--- config.mk ---
export PLATFORM = sky130hd
export DESIGN_NAME = pipelined_addsub
export DESIGN_NICKNAME = d
export VERILOG_FILES = /design/src/rtl/pipelined_addsub_pkg.sv /design/src/rtl/adder_slice.sv /design/src/rtl/pipelined_addsub.sv
export SDC_FILE = /design/constraint.sdc
export NUM_CORES = 1
export LEC_CHECK = 0
export ABC_AREA = 1
export CAP_MARGIN = 5
export CORE_UTILIZATION = 50
export DETAILED_ROUTE_END_ITERATION = 7
export PLACE_DENSITY_LB_ADDON = 0.2
export SYNTH_ARGS = -nofsm -noshare
export SYNTH_HDL_FRONTEND = slang
export SYNTH_SLANG_ARGS = --single-unit
export TNS_END_PERCENT = 30
--- constraint.sdc ---
create_clock -name clk -period 1.88 [get_ports clk]
set_input_delay 0.282 -clock clk [delete_from_list [all_inputs] [get_ports clk]]
set_output_delay 0.282 -clock clk [all_outputs]
set_load 0.05 [all_outputs]
--- src/rtl/pipelined_addsub_pkg.sv ---
// pipelined_addsub_pkg: shared width/depth defaults and add/sub mode encoding
package pipelined_addsub_pkg;
  localparam int DEF_WIDTH = 32;
  localparam int DEF_STAGES = 4;
  typedef enum logic {ADD = 1'b0, SUB = 1'b1} mode_e;
endpackage

--- src/rtl/adder_slice.sv ---
// adder_slice: combinational SW-bit ripple-carry slice
module adder_slice #(
  parameter int SW = 8
) (
  input  logic [SW-1:0] x,
  input  logic [SW-1:0] y,
  input  logic          cin,
  output logic [SW-1:0] s,
  output logic          cout
);
  assign {cout, s} = {1'b0, x} + {1'b0, y} + {{SW{1'b0}}, cin};
endmodule

--- src/rtl/pipelined_addsub.sv ---
// pipelined_addsub: STAGES-deep sliced carry-chain adder/subtractor with valid/ready flow control
module pipelined_addsub
  import pipelined_addsub_pkg::*;
#(
  parameter int WIDTH  = DEF_WIDTH,
  parameter int STAGES = DEF_STAGES
) (
  input  logic             clk,
  input  logic             rst_n,
  input  logic             in_valid,
  output logic             in_ready,
  input  logic [WIDTH-1:0] a,
  input  logic [WIDTH-1:0] b,
  input  logic             sub,
  output logic             out_valid,
  input  logic             out_ready,
  output logic [WIDTH-1:0] sum,
  output logic             carry_out,
  output logic             overflow,
  output logic             zero
);
  localparam int SW = WIDTH / STAGES;
  logic             v    [STAGES];
  logic             c    [STAGES];
  logic             ov   [STAGES];
  logic [WIDTH-1:0] a_q  [STAGES];
  logic [WIDTH-1:0] b_q  [STAGES];
  logic [WIDTH-1:0] s_q  [STAGES];
  logic             adv;
  assign adv       = !out_valid || out_ready;
  assign in_ready  = adv;
  assign out_valid = v[STAGES-1];
  assign sum       = s_q[STAGES-1];
  assign carry_out = c[STAGES-1];
  assign overflow  = ov[STAGES-1];
  assign zero      = out_valid && (sum == '0);
  for (genvar k = 0; k < STAGES; k++) begin : g_st
    logic [WIDTH-1:0] xa, xb, xs;
    logic             xc, xv, co;
    logic [SW-1:0]    ss;
    if (k == 0) begin : g_head
      assign xa = a;
      assign xb = (sub == SUB) ? ~b : b;
      assign xc = (sub == SUB);
      assign xs = '0;
      assign xv = in_valid;
    end else begin : g_tail
      assign xa = a_q[k-1];
      assign xb = b_q[k-1];
      assign xc = c[k-1];
      assign xs = s_q[k-1];
      assign xv = v[k-1];
    end
    adder_slice #(.SW(SW)) u_slice (
      .x   (xa[k*SW +: SW]),
      .y   (xb[k*SW +: SW]),
      .cin (xc),
      .s   (ss),
      .cout(co)
    );
    // stage register: on advance take the predecessor's operands, partial sum and carry; hold otherwise
    always_ff @(posedge clk or negedge rst_n) begin
      if (!rst_n) begin
        v[k]   <= 1'b0;
        c[k]   <= 1'b0;
        ov[k]  <= 1'b0;
        a_q[k] <= '0;
        b_q[k] <= '0;
        s_q[k] <= '0;
      end else if (adv) begin
        v[k]              <= xv;
        c[k]              <= co;
        ov[k]             <= (xa[WIDTH-1] == xb[WIDTH-1]) && (ss[SW-1] != xa[WIDTH-1]);
        a_q[k]            <= xa;
        b_q[k]            <= xb;
        s_q[k]            <= xs;
        s_q[k][k*SW +: SW] <= ss;
      end
    end
  end
endmodule

# [Word-level counts from Yosys, hierarchy flattened]
# Index checks and enable logic that the tools add are counted.
[word_totals] regBits=281 latchBits=0 out_inout_bits=37 ram_bits=0 memories=0 wordCells=36 romBits=0
[classes] n_mux=1 addsub=8 n_eq_ne=2 shifts=0 reduce_logical=5 n_div=0 n_bitwise=1 n_mul=0 magnitude_cmp=0
[op_table] cell="$add 8x8->9" count=4
[op_table] cell="$add 9x1->9" count=4
[op_table] cell="$logic_not 32->1" count=1
[op_table] cell="$mux 32" count=1
[op_table] cell="$not 32->32" count=1
[op_table] cell="$logic_and 1x1->1" count=2
[op_table] cell="$eq 1x1->1" count=1
[op_table] cell="$logic_not 1->1" count=1
[op_table] cell="$logic_or 1x1->1" count=1
[op_table] cell="$ne 1x1->1" count=1

# [Depth between registers and ports, before layout]
# Gate-level depths: netlist (run 1).
[logic_depth] word_depth=4 mapped_depth=14 ltp_nobuf=12

# [Hierarchy]
# Synthesis (run 1) repeated with hierarchy kept, for this count alone.
[unflattened] hier_cells=851 area_unflattened_um2=8774.7
[by_module_without_submodules] mod="pipelined_addsub" instances=1 area_each_um2=7238.2 cells_per_inst=615
[by_module_without_submodules] mod="adder_slice" instances=4 area_each_um2=384.1 cells_per_inst=59

# [Least setup slack after synthesis (run 1)]
# Ideal clock, no wire load.
[synth_path] kind="flip-flop to output port" from="reg v, in the netlist out_valid" to="out zero" arrival_ns=1.746 path_buffers=0 setup_slack_ns=-0.148 path_stages_with_launch=7 path_cell_list="dfrtp_1 inv_2 nor2_1 nand2_1 nor3_1 nand4_1 nor2_1"
[synth_via] elab_chain_len=1
[synth_rtl] item="start: declaration" line="pipelined_addsub.sv:23" text="logic v [STAGES];"
[synth_rtl] item="start signal: indexed assignment" line="pipelined_addsub.sv:71" text="v[k] <= xv;"
[synth_rtl] item="$logic_and 1x1->1" line="pipelined_addsub.sv:36" text="assign zero = out_valid && (sum == '0);"
[synth_rtl] item="end: declaration" line="pipelined_addsub.sv:20" text="output logic zero"
# Every way passes these cells.

# [Worst setup path in the final report (run 1)]
# Ends and elaborated chain as after synthesis.

==> run_results.csv, run 1 <==
group,metric,value,unit
detailed_routing,first_pass_iters,5,
yosys,yosysUniqueCellTypes,24,
worst_hold_path,min_path_type,"in -> reg",
finish,final_cell_mix,"nand2_1 (378), dfrtp_1 (184), o21ai_0 (102)",
yosys,synth_top_cell_area_share,53.93,%
detailed_routing,drc,0,
detailed_routing,wl,17700,um
setup_path,r2r_slack,0.03,ns
yosys,yosysSeqAreaShare,53.93,%
power_and_ir_drop,peakVddDrop,1.057,mV
die,die-area,17700,um2
setup_path,endpoint_kind,"output pin",
yosys,netlist_top_cells_area,"dfrtp_1 (54%), nand2_1 (17%), o21ai_0 (5.9%)",
clock_tree,insertion_delay,0.43,ns
global_routing,grt_pass1_vias,6030,
yosys,syn-instance-count,980,
sta,finalCritPeriodShare,101.4,%
sta,rsz0062_at_grt,"yes",
clock_tree,root_buffer,"clkbuf_16",
power_and_ir_drop,leakage,0.005237,uW
setup_path,cp_max_fo,2,
setup_path,cp-start-kind,"flip-flop",
die,ios,106,
clock_tree,clkSinkCount,185,
placement,place.gp.congestion,0.8224,
die,die_x,133.0,um
yosys,synth_edf_count,0,
finish,antennaDiodeCount,0,
detailed_routing,vias,6543,
global_routing,grt_pass1_wl,30110,um
finish,final_common_cell,"nand2_1",
sta,timing.final.crit_period,1.907,ns
finish,area_delta_synth_final,23.64,%
setup_path,timing.rr.start,"g_st[2].xb[16]",
yosys,synth_flop_cell,"dfrtp_1",
yosys,synth_nets,1084,
setup_path,cp.arrival,1.62,ns
yosys,syn_avg_cell_area,8.760,um2
finish,fin_nets,1199,
global_routing,grt_max_degree,77,
sta,setup_viol,1,
die,die_y,133.0,um
detailed_routing,routedWlPerCell,13.33,um
sta,tns,-0.02669,ns
run,drv_cap,0,
worst_hold_path,min_path_cells,3,
clock_tree,clk_pin_slew,0.07,ns
placement,hpwl,12560,um
sta,fin_ws,-0.02669,ns
global_routing,gr-usage-all-layers,21.60,%
yosys,async_flop_share,100.0,%
setup_path,critPathRequiredTime,1.60,ns
sta,fmax,524.5,MHz
setup_path,r2r_end,"g_st[3].xs[18]",
yosys,synthesis.area,8584,um2
clock_tree,h-tree-depth,4,
yosys,ys_ff_latch,185,
power_and_ir_drop,powerDensity,1728,nW/um2
sta,skew,0.008873,ns
run_status,failed_checks,"negative setup slack",
detailed_routing,viasPerCell,4.927,
clock_tree,numCtsBuffers,17,
sta,hold_violations,0,
finish,final_core_util,63.55,%
placement,dp.cells,1294,
die,core.rowCount,47,
die,core,16700,um2
global_routing,antenna_found_initial,0,
finish,fin_cells,1328,
detailed_routing,postRouteAntennaNets,0,
clock_tree,cts_tree,"yes",
sta,drv_slew,0,
clock_tree,cts_buffer_depth,2,
die,initial_core_util,51.40,%
yosys,synth-warning-count,0,
setup_path,crit_type,"reg -> out",
worst_hold_path,min_to,"g_st[1].xa[12]",
yosys,yosys.area.top_type,"dfrtp_1",
run_status,status,"finished, violations left",
setup_path,rr_worst_depth,5,
sta,relSlewSlack,61.34,%
sta,worst_pin_slew,0.5798,ns
global_routing,grt_overflow,0,
placement,port_buffers,105,
worst_hold_path,hp-start,"a[12]",
finish,drive_gt1_share,10.92,%
detailed_routing,drt-initial-drc-count,436,
critical path: stages, from the launching register on:
cell     delay, ns
dfrtp_1       0.37
inv_2         0.09
nor2_2        0.08
nand2_1       0.06
nor3_2        0.16
nand4_1       0.13
nor2_2        0.15
buf_12        0.15
kinds of logic after synthesis:
group | synth area share, %
and+or+nand+nor | 22.29
DFF | 53.93
AOI/OAI and AO/OA | 7.871
buffers and inverters | 5.917
xor gates and xnor gates | 4.285
adders and majority gates | 5.713
cell usage after synthesis (all sizes together) (7+ instances only):
library cell / n
a21oi: 19
buf: 39
dfrtp: 185
fa: 7
ha: 28
inv: 69
nand2: 380
nand3: 37
nand4: 16
nor2: 22
o21ai: 110
xnor2: 34
xor2: 8
worst max-delay path by stage:
stage,from,to,slack [ns],cells after the start
2_1_floorplan,out_valid,zero,0.06,6
3_3_place_gp,b[1],g_st[1].xs[7],-0.06,13
3_5_place_dp,b[1],g_st[1].xs[7],-0.10,13
4_1_cts,sum[0],zero,-0.05,6
5_1_grt,sum[0],zero,-0.13,6
6_report,out_valid,zero,-0.03,7
per-layer routing:
metal  track usage [%]  vias up  routed length [um]
li1                  -     3359                   -
met1             33.79     3018                9214
met2             29.84      146                7326
met3             4.176       20                 875
met4             7.088        0                 286
met5                 0        -                   0
timing repair:
item                                    in CTS  in global routing
endpoints found under the hold margin       51                  0
pin swaps                                    0                  2
resized for setup                            7                  9
hold buffers                                 1                  0
endpoints found under the setup margin       4                  9
setup buffers                                0                  1
gates cloned                                 0                  0
state kept, by name, indices dropped and copies added (netlist names):
register and flops:
g_st.xa 48, g_st.xb 48, g_st.xs 48, sum 32, g_st.xc 3, g_st.xv 3
carry_out 1, out_valid 1, overflow 1
power by group:
group / total [uW] / internal, uW / switching (uW) / leakage (uW)
Combinational: 7890 / 2900 / 4980 / 0.00272
Sequential: 6890 / 5750 / 1140 / 0.00224
Clock: 3560 / 2010 / 1550 / 0.000276
Total: 18300 / 10700 / 7670 / 0.00524
cell type report:
type                            count  area [um2]
Clock buffer                       20       446.7
Clock inverter                     12       141.4
Fill cell                        1412        6087
Inverter                           69       261.5
Multi-Input combinational cell    682        3500
Sequential cell                   185        4631
Tap cell                          220       275.3
Timing Repair Buffer              140        1359
through the flow:
stage	hold slack (ns)	setup WS (ns)	total power, uW	instance area (um2)
after detailed placement	0.3006	-0.1025	14680	9958
after floorplan	-0.01359	0.06013	12240	8587
after global placement	0.2997	-0.05593	14480	9958
after CTS	0.3671	-0.05279	18360	10580
after global routing	0.3822	-0.1300	19800	10610
final	0.3785	-0.02669	18340	10610
No activity file was read; power rests on OpenSTA's default activity.
==> run 2, diff against run 1 <==
--- a/config.mk
+++ b/config.mk
@@ -9,3 +9,5 @@
 export CAP_MARGIN = 5
-export CORE_UTILIZATION = 50
+export CELL_PAD_IN_SITES_DETAIL_PLACEMENT = 0
+export CELL_PAD_IN_SITES_GLOBAL_PLACEMENT = 1
+export CORE_UTILIZATION = 38
 export DETAILED_ROUTE_END_ITERATION = 7
==> constraint.sdc (replaced) <==
create_clock -name clk -period 1.88 [get_ports clk]
set_input_delay 0.188 -clock clk [delete_from_list [all_inputs] [get_ports clk]]
set_output_delay 0.188 -clock clk [all_outputs]
set_load 0.05 [all_outputs]
==> run 2 against run 1 <==
Effect of this change: the run ends with design-rule violations left; largest power group unchanged; global-route usage decreased by 4.5 points; largest cell class unchanged; clock-buffer cell count unchanged; clock power decreased by 2%; final cell count increased by 4.1%; clock skew increased by 0.0036 ns; critical path type unchanged.
==> run_results.csv, run 2 (synthesized netlist as in run 1, its figures left out) <==
group,metric,value,unit
run_status,status,"finished, violations left",
run_status,failed_checks,"design-rule violations",
power_and_ir_drop,powerDensity,1706,nW/um2
global_routing,grt_pass1_vias,6150,
die,initial_core_util,39.09,%
power_and_ir_drop,peakVddDrop,0.8503,mV
die,die_y,152.3,um
placement,pre_cts_slack,-0.06244,ns
clock_tree,numCtsBuffers,17,
setup_path,crit_chain,"nor4_2, buf_4, nand3_2, nor2_4, buf_12",
clock_tree,h-tree-depth,4,
finish,final_core_util,48.90,%
setup_path,cpMaxStageDelayCell,"dfrtp_1",
detailed_routing,vias,6410,
finish,fin_cells,1383,
finish,final_cell_mix,"nand2_1 (380), dfrtp_1 (185), o21ai_0 (102)",
clock_tree,cts_tree,"yes",
die,die_x,152.3,um
clock_tree,clkSinkCount,185,
sta,fmax,541.8,MHz
clock_tree,root_buffer,"clkbuf_16",
finish,final_common_cell,"nand2_1",
setup_path,cp-start-kind,"flip-flop",
die,core.rowCount,54,
placement,port_buffers,105,
power_and_ir_drop,leakage,0.005241,uW
setup_path,path_buf_inv,2,
sta,fin_ws,0.03434,ns
clock_tree,cts_buffer_depth,2,
worst_hold_path,min_path_type,"in -> async",
finish,fin_nets,1194,
run,drv_cap,0,
sta,worst_pin_slew,0.5249,ns
setup_path,crit_type,"reg -> out",
detailed_routing,wl,18570,um
sta,drv_slew,0,
global_routing,grt_max_degree,56,
setup_path,critPathRequiredTime,1.69,ns
sta,relSlewSlack,65.15,%
global_routing,gr-usage-all-layers,17.10,%
setup_path,critPathTopFamily,"simple AND/OR/NAND/NOR gates",
global_routing,grt_pass1_wl,31880,um
sta,timing.final.crit_period,1.846,ns
placement,hpwl,13050,um
detailed_routing,routedWlPerCell,13.43,um
sta,rsz0062_at_grt,"yes",
finish,antennaDiodeCount,0,
detailed_routing,drt-initial-drc-count,253,
setup_path,cp_max_fo,3,
clock_tree,clk_pin_slew,0.07,ns
detailed_routing,viasPerCell,4.635,
setup_path,cp.arrival,1.66,ns
detailed_routing,first_pass_iters,6,
finish,drive_gt1_share,7.706,%
sta,setup_viol,0,
die,core,21960,um2
die,die-area,23200,um2
sta,skew,0.01252,ns
setup_path,endpoint_kind,"output pin",
global_routing,antenna_found_initial,0,
placement,dp.cells,1345,
sta,tns,0,ns
sta,finalCritPeriodShare,98.17,%
clock_tree,insertion_delay,0.43,ns
setup_path,cp_slowest_stage_delay,0.41,ns
finish,area_delta_synth_final,25.08,%
global_routing,grt_overflow,0,
placement,place.gp.congestion,0.7928,
sta,hold_violations,0,
die,ios,106,
detailed_routing,drc,9,
detailed_routing,postRouteAntennaNets,0,
[run 2: layout make-up]
class / count / area, um2
Timing Repair Buffer: 135 / 1406
Sequential cell: 185 / 4629
Inverter: 69 / 261.5
Fill cell: 2116 / 11220
Clock buffer: 20 / 456.7
Clock inverter: 12 / 115.1
Tap cell: 280 / 350.3
Multi-Input combinational cell: 682 / 3518
[run 2: final timing paths]
path	endpoint	cells after the start	slack [ns]	startpoint
min in group clk	g_st[1].xv	3	0.29	in_valid
setup / recovery	zero	5	0.03	sum[24]
hold reg to reg	out_valid	2	0.46	g_st[3].xv
hold / removal	g_st[2].xa[30]	2	0.26	rst_n
setup reg to reg	g_st[3].xc	8	0.13	g_st[2].xc
max in group asynchronous	g_st[1].xs[0]	3	0.98	rst_n
[run 2: repair_timing]
item,4_1_cts,5_1_grt
resized for setup,12,14
hold buffers,1,0
buffers inserted,0,5
setup endpoints to repair,5,13
endpoints found under the hold margin,41,0
pin swaps,2,6
[run 2: routing by layer]
layer / GRT usage [%] / part of all wire [%] / routed length [um] / vias up
met5: 0 / 0 / 0 / -
li1: - / - / - / 3349
met3: 3.527 / 3.4 / 633 / 11
met2: 23.74 / 40 / 7486 / 104
met1: 26.87 / 55 / 10310 / 2946
met4: 3.936 / 0.78 / 144 / 0
[run 2: report_power, final]
part           switching [uW]  internal, uW  leakage (uW)
logic                    4960          3000       0.00273
registers                1130          5740       0.00224
clock network            1570          1910      0.000274
total                    7660         10700       0.00524
[run 2: worst reg2reg max path: stages (launching register included)]
cell and delay [ns]:
dfrtp_1 0.41, fa_2 0.41, fa_2 0.37, nand3_1 0.09, nand2_1 0.09, nand4_1 0.09
nand3_1 0.07, nand2_1 0.06, nand2_1 0.04
[run 2: through the flow]
stage                     hold slack [ns]  cell area (um2)  total power, uW
after detailed placement           0.1640            10050            14820
after global routing               0.2819            10740            19900
after CTS                          0.2610            10660            18430
after global placement             0.1645            10050            14760
final                              0.2605            10740            18320
after floorplan                   -0.1076             8587            12240
==> run 3, diff against run 2 <==
Settings changed: ABC_AREA 1 to default, CORE_UTILIZATION 38 to 40, CTS_BUF_LIST from default to sky130_fd_sc_hd__clkbuf_4 sky130_fd_sc_hd__clkbuf_8, PLACE_DENSITY_LB_ADDON 0.2 to 0.1.
==> run 3 against run 2 <==
Effect of this change: the run ends with negative setup slack left; die area down 6.5%; final area down 0.65%; via count down 2.1%; global-route usage up 1.2 points; clock-buffer cell count down 1; first-iteration DRC count up 30%; wire length down 2.0%; non-clock buffer count up 25; critical endpoint is now sum[30].
==> run_results.csv, run 3 <==
group,metric,value,unit
finish,drive_gt1_share,12.34,%
setup_path,r2r_end,"sum[30]",
yosys,async_flop_share,100.0,%
finish,area_delta_synth_final,26.35,%
clock_tree,cts_buffer_depth,2,
yosys,synth_commonest_cells,"nand2_1 (429), dfrtp_1 (185), o21ai_0 (52)",
die,core.rowCount,52,
placement,place.gp.congestion,0.7617,
detailed_routing,routedWlPerCell,13.51,um
global_routing,grt_pass1_vias,6079,
die,core,20490,um2
sta,worst_pin_slew,0.5010,ns
die,die-area,21690,um2
clock_tree,clkSinkCount,185,
sta,hold_violations,0,
yosys,synth_nets,1035,
clock_tree,cts_tree,"yes",
sta,finalCritPeriodShare,107.1,%
clock_tree,insertion_delay,0.46,ns
placement,hpwl,13050,um
global_routing,grt_max_degree,53,
sta,rsz0062_at_grt,"yes",
clock_tree,clk_pin_slew,0.10,ns
sta,fin_ws,-0.1340,ns
yosys,synth_edf_count,0,
run,drv_cap,0,
yosys,yosysMostFrequentCell,"nand2_1",
yosys,ys_ff_latch,185,
power_and_ir_drop,powerDensity,1682,nW/um2
detailed_routing,drc,0,
detailed_routing,postRouteAntennaNets,0,
detailed_routing,vias,6275,
detailed_routing,viasPerCell,4.655,
clock_tree,numCtsBuffers,17,
yosys,yosysUniqueCellTypes,45,
finish,fin_cells,1348,
setup_path,cp-startpoint,"g_st[3].xc",
placement,port_buffers,105,
run_status,status,"finished, violations left",
setup_path,timing.rr.start,"g_st[3].xc",
yosys,synth_flop_cell,"dfrtp_1",
setup_path,cp-start-kind,"flip-flop",
finish,regArea,4631,um2
yosys,syn_avg_cell_area,9.069,um2
global_routing,grt_overflow,0,
yosys,synth_top_cell_area_share,54.83,%
sta,fmax,496.5,MHz
setup_path,crit_type,"reg -> reg",
die,die_x,147.3,um
clock_tree,h-tree-depth,4,
die,ios,106,
yosys,synthesis.area,8443,um2
detailed_routing,drt-initial-drc-count,328,
sta,timing.final.crit_period,2.014,ns
run_status,failed_checks,"negative setup slack",
finish,fin_nets,1169,
global_routing,gr-usage-all-layers,18.29,%
global_routing,antenna_found_initial,0,
finish,final_core_util,52.05,%
yosys,yosysSeqAreaShare,54.83,%
setup_path,r2r_slack,-0.13,ns
clock_tree,root_buffer,"clkbuf_8",
sta,drv_slew,0,
global_routing,grt_pass1_wl,31420,um
finish,multi_input_area,3705,um2
setup_path,critPathRequiredTime,2.22,ns
setup_path,cp.arrival,2.35,ns
finish,antennaDiodeCount,0,
yosys,synth-warning-count,0,
detailed_routing,wl,18210,um
yosys,yosys.area.top_type,"dfrtp_1",
worst_hold_path,min_path_type,"in -> async",
yosys,netlist_top_cells_area,"dfrtp_1 (55%), nand2_1 (19%), ha_1 (4.1%)",
die,initial_core_util,41.20,%
placement,dp.cells,1309,
sta,relSlewSlack,66.55,%
sta,setup_viol,12,
finish,fill_cells,2007,
finish,final_common_cell,"nand2_1",
placement,pre_cts_slack,-0.2934,ns
setup_path,cp_max_fo,2,
setup_path,endpoint_kind,"flip-flop",
die,die_y,147.3,um
yosys,syn-instance-count,931,
finish,final_cell_mix,"nand2_1 (429), dfrtp_1 (184), clkdlybuf4s50_1 (68)",
setup_path,rr_worst_depth,7,
setup_path,cp-endpoint,"sum[30]",
power_and_ir_drop,peakVddDrop,0.5845,mV
sta,skew,0.01883,ns
power_and_ir_drop,leakage,0.005227,uW
detailed_routing,first_pass_iters,5,
[run 3: critical path, cell delays in order, from the launching register on]
cell and delay (ns):
dfrtp_1 0.43, fa_2 0.43, fa_2 0.36, a21oi_2 0.16
o211ai_1 0.14, a21oi_2 0.18, xnor2_1 0.14, o21ai_1 0.07
[run 3: power by group]
part | leakage (uW) | switching (uW) | total, uW | internal, uW
registers | 0.00223 | 1210 | 6960 | 5750
clock network | 0.000179 | 1510 | 2510 | 1000
logic | 0.00282 | 5050 | 8470 | 3420
[run 3: what timing repair did]
item	4_1_cts	5_1_grt
hold buffers	1	0
endpoints found under the hold margin	37	0
endpoints found under the setup margin	36	23
setup buffers	5	1
resized for setup	60	12
pin swaps	24	7
[run 3: cell families after synthesis]
logic type               Yosys count  synth area share (%)
AND/OR/NAND/NOR                  485                 22.53
adder cells (fa/ha/maj)           35                 5.809
buffers and inverters             60                 3.423
flip-flops                       185                 54.83
multiplexers                       1                0.1630
XOR/XNOR                          48                 4.979
AO/OA/AOI/OAI                    117                 8.269
[run 3: per-stage QoR]
stage                     hold WS [ns]  TNS (ns)  power (uW)  cell area (um2)
after floorplan                -0.1076   -0.3483       12320             8468
after detailed placement        0.1428    -3.014       15260            10110
after global routing            0.2329    -2.802       19520            10670
after global placement          0.1436    -2.586       15130            10110
after CTS                       0.2011    -1.262       18040            10610
final                           0.2060    -1.080       17940            10670
[run 3: final cells by class]
cell class	count	area share, %
clock buffers	19	2.393
clock inverters	13	1.020
inverters	15	0.5513
multi-input cells	686	34.73
flip-flops and latches	185	43.41
well taps	270	3.167
repair buffers	160	14.73
[run 3: worst min-delay path by stage]
stage,to,slack (ns),cells past startpoint
6_report,sum[7],0.21,2
5_1_grt,sum[7],0.23,2
4_1_cts,sum[7],0.20,2
3_5_place_dp,sum[7],0.14,1
3_3_place_gp,sum[7],0.14,1
2_1_floorplan,carry_out,-0.11,0
[run 3: metal layers]
metal / share of wire [%] / wire length [um] / track usage [%] / vias to the layer above
met5: 0 / 0 / 0 / -
met4: 0.94 / 172 / 4.948 / 0
met3: 3.9 / 706 / 3.106 / 12
met2: 41 / 7389 / 25.26 / 112
met1: 55 / 9939 / 29.11 / 2892
li1: - / - / - / 3259
